### config.mk
export PLATFORM = sky130hd
export DESIGN_NAME = sramlike_arbiter
export DESIGN_NICKNAME = d
export VERILOG_FILES = /design/src/rtl/sramlike_arbiter_pkg.sv /design/src/rtl/sramlike_owner_fifo.sv /design/src/rtl/sramlike_arbiter.sv
export SDC_FILE = /design/constraint.sdc
export NUM_CORES = 1
export LEC_CHECK = 0
export CAP_MARGIN = 20
export CELL_PAD_IN_SITES_DETAIL_PLACEMENT = 0
export CELL_PAD_IN_SITES_GLOBAL_PLACEMENT = 1
export CORE_UTILIZATION = 15
export CTS_BUF_LIST = sky130_fd_sc_hd__clkbuf_16
export CTS_CLUSTER_SIZE = 14
export DETAILED_ROUTE_END_ITERATION = 8
export PLACE_DENSITY_LB_ADDON = 0.1
export SLEW_MARGIN = 10
export SYNTH_ARGS = -nofsm -noshare
export SYNTH_HDL_FRONTEND = slang
export SYNTH_SLANG_ARGS = --single-unit
### constraint.sdc
create_clock -name clk -period 3 [get_ports clk]
set_clock_uncertainty 0.1 [all_clocks]
set_input_delay 0.6 -clock clk [delete_from_list [all_inputs] [get_ports clk]]
set_output_delay 0.6 -clock clk [all_outputs]
set_load 0.005 [all_outputs]
### src/rtl/sramlike_arbiter_pkg.sv
// Shared definitions for the SRAM-like N-to-1 arbiter: size encodings,
// arbitration mode selectors and the grant-lock FSM state type.
package sramlike_arbiter_pkg;

    localparam logic [1:0] SZ_BYTE = 2'd0;
    localparam logic [1:0] SZ_HALF = 2'd1;
    localparam logic [1:0] SZ_WORD = 2'd2;

    localparam int ARB_FIXED = 0;
    localparam int ARB_RR    = 1;

    typedef enum logic {
        IDLE   = 1'b0,
        LOCKED = 1'b1
    } arb_state_e;

endpackage

### src/rtl/sramlike_owner_fifo.sv
// In-order owner FIFO: remembers which master each accepted request belongs
// to, so slave responses can be routed back without any added latency.
module sramlike_owner_fifo #(
    parameter int W     = 1,
    parameter int DEPTH = 4
) (
    input  logic                       clk,
    input  logic                       resetn,
    input  logic                       push,
    input  logic [W-1:0]               push_data,
    input  logic                       pop,
    output logic [W-1:0]               head,
    output logic                       full,
    output logic                       empty,
    output logic [$clog2(DEPTH+1)-1:0] count
);

    localparam int PTR_W = $clog2(DEPTH);
    localparam int CNT_W = $clog2(DEPTH+1);

    logic [W-1:0]     mem [DEPTH];
    logic [PTR_W-1:0] wr_ptr_q, wr_ptr_d;
    logic [PTR_W-1:0] rd_ptr_q, rd_ptr_d;
    logic [CNT_W-1:0] count_q, count_d;

    // NOTE: storage carries no reset; entries are only read below count_q,
    // so stale contents are never observed and the array maps to plain RAM.
    always_ff @(posedge clk) begin
        if (push) mem[wr_ptr_q] <= push_data;
    end

    // NOTE: every next-state variable gets its default first, so no path
    // through this block can leave a value unassigned and infer a latch.
    always_comb begin
        wr_ptr_d = wr_ptr_q;
        rd_ptr_d = rd_ptr_q;
        count_d  = count_q;
        if (push) wr_ptr_d = wr_ptr_q + 1'b1;
        if (pop)  rd_ptr_d = rd_ptr_q + 1'b1;
        if (push && !pop)      count_d = count_q + 1'b1;
        else if (!push && pop) count_d = count_q - 1'b1;
    end

    // NOTE: state registers use non-blocking assignment so all flops sample
    // their inputs at the same edge regardless of statement order.
    always_ff @(posedge clk or negedge resetn) begin
        if (!resetn) begin
            wr_ptr_q <= '0;
            rd_ptr_q <= '0;
            count_q  <= '0;
        end else begin
            wr_ptr_q <= wr_ptr_d;
            rd_ptr_q <= rd_ptr_d;
            count_q  <= count_d;
        end
    end

    assign head  = mem[rd_ptr_q];
    assign full  = (count_q == CNT_W'(DEPTH));
    assign empty = (count_q == '0);
    assign count = count_q;

endmodule

### src/rtl/sramlike_arbiter.sv
// N-master to 1-slave SRAM-like bus arbiter with pipelined in-order responses;
// the grant is held across a stalled address handshake, responses follow an owner FIFO.
module sramlike_arbiter
    import sramlike_arbiter_pkg::*;
#(
    parameter int N_MASTERS = 2,
    parameter int ADDR_W    = 32,
    parameter int DATA_W    = 32,
    parameter int MAX_OUTST = 4,
    parameter int ARB_MODE  = ARB_FIXED
) (
    input  logic                           clk,
    input  logic                           resetn,
    input  logic [N_MASTERS-1:0]           m_req,
    input  logic [N_MASTERS-1:0]           m_wr,
    input  logic [2*N_MASTERS-1:0]         m_size,
    input  logic [ADDR_W*N_MASTERS-1:0]    m_addr,
    input  logic [DATA_W*N_MASTERS-1:0]    m_wdata,
    output logic [N_MASTERS-1:0]           m_addr_ok,
    output logic [N_MASTERS-1:0]           m_data_ok,
    output logic [DATA_W-1:0]              m_rdata,
    output logic                           s_req,
    output logic                           s_wr,
    output logic [1:0]                     s_size,
    output logic [ADDR_W-1:0]              s_addr,
    output logic [DATA_W-1:0]              s_wdata,
    input  logic                           s_addr_ok,
    input  logic                           s_data_ok,
    input  logic [DATA_W-1:0]              s_rdata,
    output logic [$clog2(MAX_OUTST+1)-1:0] outst_cnt,
    output logic                           err
);

    localparam int IDX_W = (N_MASTERS > 1) ? $clog2(N_MASTERS) : 1;

    arb_state_e       state_q, state_d;
    logic [IDX_W-1:0] grant_q, grant_d;
    logic [IDX_W-1:0] rr_ptr_q, rr_ptr_d;
    logic             err_q, err_d;
    logic [IDX_W-1:0] arb_grant, cur_grant, fifo_head;
    logic             arb_valid, cur_valid;
    logic             accept, pop, fifo_full, fifo_empty;

    // Search order starts at rr_ptr in round-robin mode, at index 0 otherwise.
    always_comb begin
        arb_grant = '0;
        arb_valid = 1'b0;
        for (int k = 0; k < N_MASTERS; k++) begin
            logic [IDX_W-1:0] idx;
            if (ARB_MODE == ARB_RR) idx = IDX_W'((int'(rr_ptr_q) + k) % N_MASTERS);
            else                    idx = IDX_W'(k);
            if (!arb_valid && m_req[idx]) begin
                arb_valid = 1'b1;
                arb_grant = idx;
            end
        end
    end

    assign cur_grant = (state_q == LOCKED) ? grant_q : arb_grant;
    assign cur_valid = (state_q == LOCKED) ? m_req[grant_q] : arb_valid;

    assign s_req   = resetn & cur_valid & ~fifo_full;
    assign accept  = s_req & s_addr_ok;
    assign pop     = s_data_ok & ~fifo_empty;

    assign s_wr    = m_wr[cur_grant];
    assign s_size  = m_size[2*int'(cur_grant) +: 2];
    assign s_addr  = m_addr[ADDR_W*int'(cur_grant) +: ADDR_W];
    assign s_wdata = m_wdata[DATA_W*int'(cur_grant) +: DATA_W];

    assign m_addr_ok = accept ? (N_MASTERS'(1) << cur_grant) : '0;
    assign m_data_ok = pop    ? (N_MASTERS'(1) << fifo_head) : '0;
    assign m_rdata   = s_rdata;
    assign err       = err_q;

    always_comb begin
        state_d  = state_q;
        grant_d  = grant_q;
        rr_ptr_d = rr_ptr_q;
        err_d    = err_q | (s_data_ok & fifo_empty);
        case (state_q)
            IDLE: begin
                if (s_req && !s_addr_ok) begin
                    state_d = LOCKED;
                    grant_d = arb_grant;
                end
            end
            LOCKED:  if (accept) state_d = IDLE;
            default: state_d = IDLE;
        endcase
        if (ARB_MODE == ARB_RR && accept)
            rr_ptr_d = (int'(cur_grant) == N_MASTERS-1) ? '0 : cur_grant + 1'b1;
    end

    always_ff @(posedge clk or negedge resetn) begin
        if (!resetn) begin
            state_q  <= IDLE;
            grant_q  <= '0;
            rr_ptr_q <= '0;
            err_q    <= 1'b0;
        end else begin
            state_q  <= state_d;
            grant_q  <= grant_d;
            rr_ptr_q <= rr_ptr_d;
            err_q    <= err_d;
        end
    end

    sramlike_owner_fifo #(
        .W     (IDX_W),
        .DEPTH (MAX_OUTST)
    ) u_owner_fifo (
        .clk       (clk),
        .resetn    (resetn),
        .push      (accept),
        .push_data (cur_grant),
        .pop       (pop),
        .head      (fifo_head),
        .full      (fifo_full),
        .empty     (fifo_empty),
        .count     (outst_cnt)
    );

endmodule

Word level (Yosys, flattened, before mapping). Memory sizes are Yosys's and may differ from the RTL's. Cells that the tools add are included.

Bitwise logic cells: 9. Shift-type cells: 5. Equal/unequal tests: 1. Magnitude comparators: 2. Muxes and demuxes: 18. Add/subtract/negate cells: 4. Reduce and logical (&&, ||, !) cells: 11.

Operators by type and width (count): $shiftx A64 B7 Y32 (2); $mux W1 (13); $mux W3 (2); $and A1 B1 Y1 (5); $add A2 B1 Y2 const B (2); $logic_and A1 B1 Y1 (4); $logic_not A1 Y1 (4); $lt A1 B2 Y1 const B (2); $mux W2 (2); $shiftx A4 B3 Y2 (1); $shl A1 B1 Y2 const A (2); $add A3 B1 Y3 const B (1); $eq A3 B3 Y1 const B (1); $logic_not A3 Y1 (1); $not A1 Y1 (3); $sub A3 B1 Y3 const B (1); $pmux W1 S2 (1); $reduce_and A2 Y1 (1); $reduce_bool A2 Y1 (1); $or A1 B1 Y1 (1).

Output and inout bits: 108. Memory bits (writable): 4. Input port bits: 172. Register bits after elaboration: 10. Logic and storage cells: 57. Memories kept: 1.

Memories: u_owner_fifo.mem (words 4, width 1, read ports 1, clocked after Yosys merged registers in 0, write ports 1, RTL line sramlike_owner_fifo.sv:21) `logic [W-1:0] mem [DEPTH];`.

Depth between registers and ports, before layout. Gate-level depths: netlist of run 1.

Depth in word-level cells: 12. Gate-level depth with buffers: 8. Gate-level depth less buffers: 8.

Hierarchy. From an unflattened synthesis of run 1, not the netlist that was laid out.

Cells, all modules: 168. Area, all modules: 1830.5 um2.

Modules (own cells, without submodules): sramlike_arbiter (sequential area each 75.1 um2, instances 1, cells each 129, area each 1297.5 um2); sramlike_owner_fifo (sequential area each 295.3 um2, instances 1, cells each 39, area each 533.0 um2).

Worst setup path before layout of run 1. OpenSTA, ideal clock, no wires.

Path kind: input -> register. Start: input m_req[1]. End: register u_owner_fifo.count_q[2], in the netlist u_owner_fifo.count[2]. Data arrival time: 2.129 ns. Buffers on the path: 0. Cell stages on the path: 8. Required time: 2.821 ns. Setup slack: 0.692 ns. Setup time: 0.079 ns. Cell sequence: mux2i_1 a211oi_4 ha_1 inv_1 fa_1 xor2_1 nor2_1 xor2_1.

Longest elaborated chain between the ends: 9. Elaborated cells on any way between the ends: 13. Those cells by class: mux: 5; bitwise: 3; reduce/logical: 5.

RTL lines: from (decl) (RTL line sramlike_arbiter.sv:14) `input logic [N_MASTERS-1:0] m_req,`; $mux W1 (not written as such) / $logic_and A1 B1 Y1 (equally long branches) (RTL line sramlike_arbiter.sv:60, sramlike_arbiter.sv:52); $mux W1, on equally long branches (RTL line sramlike_arbiter.sv:60, sramlike_arbiter.sv:52); $mux W1 * (RTL line sramlike_arbiter.sv:60) `assign cur_valid = (state_q == LOCKED) ? m_req[grant_q] : arb_valid;`; $and A1 B1 Y1 * (2 in a row) (RTL line sramlike_arbiter.sv:62) `assign s_req = resetn & cur_valid & ~fifo_full;`; $and A1 B1 Y1 * (RTL line sramlike_arbiter.sv:63) `assign accept = s_req & s_addr_ok;`; net accept (RTL line sramlike_arbiter.sv:42) `logic accept, pop, fifo_full, fifo_empty;`; $logic_not A1 Y1 (RTL line sramlike_owner_fifo.sv:41) `else if (!push && pop) count_d = count_q - 1'b1;`; $logic_and A1 B1 Y1 (RTL line sramlike_owner_fifo.sv:41); $reduce_bool A2 Y1 (no source line); to (signal assigned) (RTL line sramlike_owner_fifo.sv:54) `count_q <= count_d;`; to (decl) (RTL line sramlike_owner_fifo.sv:24) `logic [CNT_W-1:0] count_q, count_d;`.

The timed path passes the listed nets; every way through them passes the cells marked *. The select of a mux whose other input is x is not followed. A chain may end at the register's enable or synchronous reset.

Final worst setup path of run 1.
Start: input m_req[1]. End: output s_addr[12].

Longest elaborated chain between the ends: 4.

RTL lines: $logic_and A1 B1 Y1 (RTL line sramlike_arbiter.sv:52) `if (!arb_valid && m_req[idx]) begin`; $mux W1 (RTL line sramlike_arbiter.sv:52); $mux W1 (RTL line sramlike_arbiter.sv:59) `assign cur_grant = (state_q == LOCKED) ? grant_q : arb_grant;`; $shiftx A64 B7 Y32 (RTL line sramlike_arbiter.sv:68) `assign s_addr = m_addr[ADDR_W*int'(cur_grant) +: ADDR_W];`; to (decl) (RTL line sramlike_arbiter.sv:25) `output logic [ADDR_W-1:0] s_addr,`.

No other way between the ends.

==> results of run 1 <==
## metrics by stage
step	TNS (ps)	hold slack [ps]	setup WS [ps]	cells	util, %
floorplan	0	204	692	169	-
global placement	-12910	345	-235	500	33.0
detailed placement	-12180	346	-231	500	33.0
CTS	-24.6	361	-24.6	510	34.2
global route	-0.653	398	-0.653	522	35.7
finish	0	356	62.2	522	35.7
## per-layer routing
metal	wire [um]	share of wire, %
met4	42	0.43
met3	1220	12
met5	0	0
met2	4780	49
met1	3740	38
## worst max-delay path, stage by stage
cell	delay, ps
dlygate4sd2_1	240
nor3b_4	160
a21oi_4	170
buf_12	160
buf_16	130
mux2_2	340
clkdlybuf4s50_1	440
## cell families (layout without fill, tap and decap cells)
logic type      count (synthesis)  count (layout)  synth area share (%)
mux                            71              71                  43.8
buf+inv                        45             251                  18.8
simple gates                   18              18                  5.87
flops                          14              14                  20.0
compound gates                  9               9                  4.25
fa+ha+maj                       6               6                  4.45
xor+xnor                        6               6                  2.83
## state kept, by name, indices dropped and copies added (netlist names), named ones only
name / flops
u_owner_fifo.wr_ptr_q: 2
u_owner_fifo.count: 3
u_owner_fifo.rd_ptr_q: 2
grant_q: 1
err: 1
u_owner_fifo.mem: 4
## path summary, 6_finish.rpt
path	to	slack, ps
max	s_addr[12]	60
max in group asynchronous	u_owner_fifo.count[0]	1990
max reg2reg	u_owner_fifo.count[2]	650
min reg2reg	err	360
min	err	360
min in group asynchronous	grant_q	640
## power breakdown
group	total, mW	internal, mW	leakage (nW)	switching, mW
sequential	0.383	0.278	0.151	0.105
clock	0.250	0.176	0.0385	0.0743
combinational	2.02	1.35	1.70	0.676
total	2.66	1.80	1.89	0.855
## placed cells by master (no fill, tap or decap), types with 2 or more instances in the layout
cell,count
edfxtp_1,4
nor3b_1,2
xnor2_1,4
buf_4,17
buf_12,2
a31oi_1,2
mux2_4,2
buf_6,3
nor2b_1,2
dlymetal6s2s_1,17
inv_1,5
ha_1,5
mux2_2,67
dlygate4sd2_1,45
xor2_1,2
o31ai_1,2
clkdlybuf4s50_1,152
dfrtp_1,10
clkbuf_16,5
buf_16,2
nor2_1,3
and2_1,5
## final cells by class
class | instances | area [um^2] | share of cell area, %
well taps | 147 | 184 | 4.29
multi-input cells | 110 | 1160 | 27.1
flip-flops and latches | 14 | 370 | 8.65
clock inverters | 1 | 3.75 | 0.0876
inverters | 5 | 18.8 | 0.438
clock buffers | 3 | 75.1 | 1.75
repair buffers | 242 | 2470 | 57.7
## what timing repair did
action,CTS,global route
gates resized for setup,57,18
setup buffers,4,10
cloned,2,2
pin swaps,1,0
endpoints found under the setup margin,69,18
==> flow_summary.yaml, run 1 <==
grt:
  grt_pass1_vias: 2015
  grt_busiest_layer: "met2"
  grt_pass1_wl_um: 13000
  met3_usage_pct: 6.64
  grt_usage_pct: 13.7
  antenna_found_initial: 0
  grt_remaining_overflow: 0
  use_met2_pct: 23.8
  use_met1_pct: 15.6
  grt_max_degree: 32
finish:
  syn2layout_area_growth_pct: 131
  fin_area_um2: 4280
  fill_cells: 1233
  drive_gt1_share_pct: 28.0
  antenna_cells: 0
  nets: 554
hold_path:
  whs_path_depth: 1
  holdCritStartpoint: "err"
  hp-class: "flip-flop to flip-flop"
timing:
  tightest_slew_ps: 331
  finalHoldViolCount: 0
  finalMaxSlewViolations: 0
  setup_violations: 0
  min_period_ps: 2940
  slew_headroom_pct: 77.3
  finalCritPeriodShare_pct: 97.9
  clock.fmax_ghz: 0.340
critical_path:
  path_max_fanout: 11
  crit_start: "m_req[1]"
  cp_data_arrival_time_ps: 2240
  r2r_cells: 10
  startpoint_type: "input pin"
  end_kind: "primary output"
  cp.required_ps: 2300
  critPathKind: "input pin to primary output"
  timing.rr.start: "u_owner_fifo.count[2]"
power_and_ir_drop:
  p_leak_nw: 1.89
  power_density_nw_per_um2: 620
  ir_worst_vdd_mv: 0.324
  power_mw: 2.66
logic_synthesis:
  synth_flop_cell: "dfrtp_1"
  syn-cell-area_um2: 1860
  yosysWarnings: 0
  synth.avg_cell_area_um2: 11.0
  synth.distinct_cells: 29
  synthCells: 169
  synth_commonest_cells: "mux2_2, buf_4, dfrtp_1"
  yosys.area.top_type_share_pct: 41.3
  synth-async-reset-ratio_pct: 71.4
  synth_edf_count: 4
  yosysMostFrequentCell: "mux2_2"
  seq_area_frac_synth_pct: 20.0
  synth_top_area_cell: "mux2_2"
  synth-seq-cells: 14
  syn-num-nets: 347
  yosys-top-cells-area: "mux2_2, dfrtp_1, buf_4"
route:
  post-route-drc-count: 0
  drt_iter0_drc: 24
  final_antenna_net_count: 0
  wl_um: 9780
  drt-vias-per-instance: 3.96
  post_drt_wl_per_cell_um: 18.7
  drtPass1Iterations: 4
  vias: 2066
place:
  place_congestion: 0.738
  placedInstanceArea_um2: 3960
  io_buffers: 215
  dp_hpwl_um: 7900
clocking:
  clock_path_buffers: 2
  htreeDepth: 1
  cts_num_sinks: 14
  clk_latency_ps: 240
  cts_root_buf: "clkbuf_16"
  tritoncts: "built"
  cts-hold-fix-buffers: 0
  cts-buffers-inserted: 3
  path_clk_slew_ps: 50
die:
  start_util_pct: 15.4
  core-area_um2: 12000
  io_pins: 280
  die_w_um: 113
  die-area_um2: 12800
  dieHeight_um: 113
  rows: 40
run_status:
  status: "completed"
flow_run:
  maxCapViolCount: 0
Note: power is estimated with default switching activity, not from simulation.
==> run 2: changes to the inputs <==
Settings changed: PLACE_DENSITY set to 0.91, PLACE_DENSITY_LB_ADDON 0.1 to unset.
==> run 2 against run 1 <==
Sequential share of layout area decreased by 0.15 points. Clock-buffer cell count is the same. Die area unchanged. Via count rose by 3.1%. Largest cell class unchanged. Routed wire length fell by 6.4%. Sequential cell count is the same. Critical endpoint is now s_addr[31]. Final area grew 1.8%. Combinational power is 8% higher. Largest power group unchanged. Non-clock buffer count rose by 3.
==> flow_summary.yaml, run 2 (synthesis gave the netlist of run 1 again) <==
clocking:
  cts-hold-fix-buffers: 0
  cts_num_sinks: 14
  htreeDepth: 1
  cts-buffers-inserted: 3
  cts_root_buf: "clkbuf_16"
  clk_latency_ps: 240
  path_clk_slew_ps: 50
  tritoncts: "built"
  clock_path_buffers: 2
critical_path:
  cp_data_arrival_time_ps: 2290
  timing.rr.start: "u_owner_fifo.count[0]"
  crit_start: "m_req[1]"
  reg2reg_slack_ps: 530
  path_max_fanout: 17
  r2r_cells: 7
  end_kind: "primary output"
  critPathKind: "input pin to primary output"
  cp.required_ps: 2300
  r2r-end: "u_owner_fifo.count[1]"
  startpoint_type: "input pin"
grt:
  grt_usage_pct: 12.4
  grt_remaining_overflow: 0
  antenna_found_initial: 0
  grt_pass1_wl_um: 12200
  grt_max_degree: 36
  grt_pass1_vias: 2222
finish:
  final_cell_mix: "clkdlybuf4s50_1, mux2_2, dlygate4sd2_1"
  fill_cells: 1228
  syn2layout_area_growth_pct: 135
  post-route-util_pct: 36.3
  nets: 557
  regArea_um2: 370
  drive_gt1_share_pct: 29.4
  antenna_cells: 0
  multi_input_area_um2: 1180
  top_register: "u_owner_fifo.mem"
  largest_register_ffs: 4
  mostFrequentLayoutCell: "clkdlybuf4s50_1"
flow_run:
  maxCapViolCount: 0
power_and_ir_drop:
  power_density_nw_per_um2: 642
  power_mw: 2.80
  p_leak_nw: 1.93
  ir_worst_vdd_mv: 0.334
run_status:
  status: "completed"
timing:
  tightest_slew_ps: 577
  min_period_ps: 2990
  setup_tns_ps: 0
  setup_violations: 0
  finalHoldViolCount: 0
  rsz0062_at_grt: "true"
  slew_headroom_pct: 61.5
  clock.fmax_ghz: 0.334
  finalMaxSlewViolations: 0
  finalCritPeriodShare_pct: 99.8
die:
  core-area_um2: 12000
  rows: 40
  io_pins: 280
  die_w_um: 113
  dieHeight_um: 113
  start_util_pct: 15.4
  die-area_um2: 12800
hold_path:
  hp-class: "input pin to asynchronous set/reset pin"
route:
  wl_um: 9160
  post-route-drc-count: 0
  final_antenna_net_count: 0
  drt_iter0_drc: 66
  drtPass1Iterations: 4
  drt-vias-per-instance: 4.06
  post_drt_wl_per_cell_um: 17.4
  vias: 2131
place:
  dp_hpwl_um: 6920
  io_buffers: 215
  place_congestion: 0.752
==> run 2: changes by cell type in the layout (fill, tap and decap cells not counted), moves of 2 or more <==
cell and delta:
buf_16 +2, clkbuf_2 +3, clkdlybuf4s15_1 +13, clkdlybuf4s50_1 -9, dlymetal6s2s_1 -6, mux2_2 -8
mux2_4 +8
==> run 2: layout make-up <==
type                    instances  area share, %
flip-flops and latches         14           8.50
clock inverters                 1         0.0861
clock buffers                   3           1.72
inverters                       5          0.431
repair buffers                245           57.9
well taps                     147           4.22
multi-input cells             110           27.1
==> run 2: report_power, final <==
part	total, mW	internal, mW	switching [mW]
sequential	0.366	0.279	0.0876
clock	0.252	0.176	0.0759
combinational	2.18	1.44	0.741
total	2.80	1.89	0.904
==> run 2: how the worst max path moves through the flow <==
stage                             to  depth (start not counted)
2_1_floorplan  u_owner_fifo.count[2]                          8
3_3_place_gp             s_wdata[27]                          7
3_5_place_dp              s_wdata[8]                          7
4_1_cts                  s_wdata[18]                          8
5_1_grt                   s_addr[31]                          9
6_report                  s_addr[31]                          9
==> run 2: stage by stage <==
stage	cells	instance area (um^2)	worst slack (ps)	hold WS [ps]
2_1_floorplan	169	1860	692	204
3_3_place_gp	501	3970	-290	340
3_5_place_dp	501	3970	-290	357
4_1_cts	513	4180	-136	367
5_1_grt	525	4360	-50.3	265
6_report	525	4360	6.46	252
==> run 2: routing by layer <==
layer,vias up,global-route usage (%),part of all wire (%)
met2,136,22.0,51
li1,985,-,-
met5,-,0,0
met4,0,2.63,1.2
met1,994,14.8,39
met3,16,3.43,8.6
==> run 2: what timing repair did <==
item	4_1_cts	5_1_grt
setup endpoints to repair	70	14
hold endpoints to repair	0	0
pin swaps	0	1
gates cloned	4	2
resized for setup	78	34
buffers inserted	4	10
==> run 2: worst max-delay path: stages <==
cell and delay, ps:
dlygate4sd2_1 240, nor3b_2 150, buf_4 130, a21oi_4 130, buf_12 150, buf_6 110
clkbuf_16 180, mux2_2 340, dlygate4sd2_1 260
==> run 3: changes to the inputs <==
Settings changed: CORE_MARGIN set to 2, REMOVE_ABC_BUFFERS set to 1, SKIP_CTS_REPAIR_TIMING set to 1.
==> run 3 against run 2 <==
Global-route usage increased by 5.3 points. First-iteration DRC count decreased by 39%. Non-clock buffer count decreased by 5. Critical path depth decreased by 2. Final cell count increased by 3.2%. Sequential power increased by 4%. Final area about the same.
==> flow_summary.yaml, run 3 (synthesis gave the netlist of run 1 again) <==
run_status:
  status: "completed"
timing:
  tightest_slew_ps: 313
  min_period_ps: 2960
  finalCritPeriodShare_pct: 98.8
  slew_headroom_pct: 78.6
  setup_violations: 0
  setup_tns_ps: 0
  fin_hold_ws_ps: 373
  clock.fmax_ghz: 0.337
  finalMaxSlewViolations: 0
  finalHoldViolCount: 0
route:
  post-route-drc-count: 0
  drt-vias-per-instance: 3.99
  post_drt_wl_per_cell_um: 23.2
  final_antenna_net_count: 0
  drtPass1Iterations: 4
  drt_iter0_drc: 40
  vias: 2163
  wl_um: 12600
critical_path:
  end_kind: "primary output"
  path_max_fanout: 7
  startpoint_type: "input pin"
  crit_start: "m_req[1]"
  critPathKind: "input pin to primary output"
  cp.required_ps: 2300
  cp_data_arrival_time_ps: 2260
  timing.rr.start: "u_owner_fifo.count[2]"
clocking:
  tritoncts: "built"
  htreeDepth: 1
  path_clk_slew_ps: 40
  clock_path_buffers: 2
  clk_latency_ps: 240
  cts_root_buf: "clkbuf_16"
  cts-buffers-inserted: 3
  cts_num_sinks: 14
power_and_ir_drop:
  power_density_nw_per_um2: 636
  ir_worst_vdd_mv: 0.222
  p_leak_nw: 1.98
  power_mw: 2.78
place:
  dp_hpwl_um: 11300
  io_buffers: 215
  place_inst: 531
  place_congestion: 0.876
die:
  start_util_pct: 15.4
  io_pins: 280
  die_w_um: 115
  die-area_um2: 13300
  dieHeight_um: 115
  core-area_um2: 12100
  rows: 40
finish:
  syn2layout_area_growth_pct: 135
  top_register: "u_owner_fifo.mem"
  mostFrequentLayoutCell: "clkdlybuf4s50_1"
  final_cell_mix: "clkdlybuf4s50_1, mux2_2, dlymetal6s2s_1"
  largest_register_ffs: 4
  drive_gt1_share_pct: 28.0
  nets: 552
  layout.cells.non_filler: 542
grt:
  grt_usage_pct: 17.7
  grt_pass1_vias: 2405
  grt_pass1_wl_um: 16200
  grt_max_degree: 15
  grt_remaining_overflow: 0
  antenna_found_initial: 2
hold_path:
  holdCritStartpoint: "err"
  hp-class: "flip-flop to flip-flop"
flow_run:
  maxCapViolCount: 0
run 3: metal layers:
layer	wire [um]	vias to the layer above	GRT usage, %
li1	-	974	-
met5	87	-	4.44
met4	381	2	5.62
met2	6970	165	34.8
met1	3590	1002	14.6
met3	1540	20	9.38
run 3: path summary, 6_finish.rpt:
kind,slack [ps],end,cells after the start
worst max-delay path,40,s_addr[19],7
worst min-delay path,370,err,1
worst max register to register,610,u_owner_fifo.count[2],10
worst min register to register,370,err,1
max in group asynchronous,2220,asynchronous set/reset pin,3
min in group asynchronous,420,grant_q,3
run 3: final cells by class:
| type | count | area (um^2) |
|---|---|---|
| antenna | 2 | 5.00 |
| tap | 168 | 210 |
| inverter | 5 | 18.8 |
| sequential | 14 | 372 |
| fill | 1233 | 7700 |
| clock buffer | 3 | 75.1 |
| multi-input combinational | 110 | 1180 |
| timing repair buffer | 240 | 2500 |
run 3: metrics by stage:
stage | cell area (um^2) | util (%) | setup slack, ps
global route | 4360 | 36.2 | -4.35
detailed placement | 4080 | 33.8 | -361
finish | 4360 | 36.2 | 36.0
CTS | 4150 | 34.4 | -363
global placement | 4080 | 33.8 | -343
floorplan | 1530 | - | -747
run 3: critical path, cell delays in order:
cell and delay, ps:
dlymetal6s2s_1 130, nor3b_4 160, a21oi_4 220, clkbuf_16 210
buf_12 120, mux2_2 340, clkdlybuf4s50_1 470
run 3: report_power, final:
part / internal (mW) / leakage, nW / switching (mW)
Clock: 0.174 / 0.0370 / 0.0699
Combinational: 1.37 / 1.79 / 0.776
Sequential: 0.280 / 0.150 / 0.102
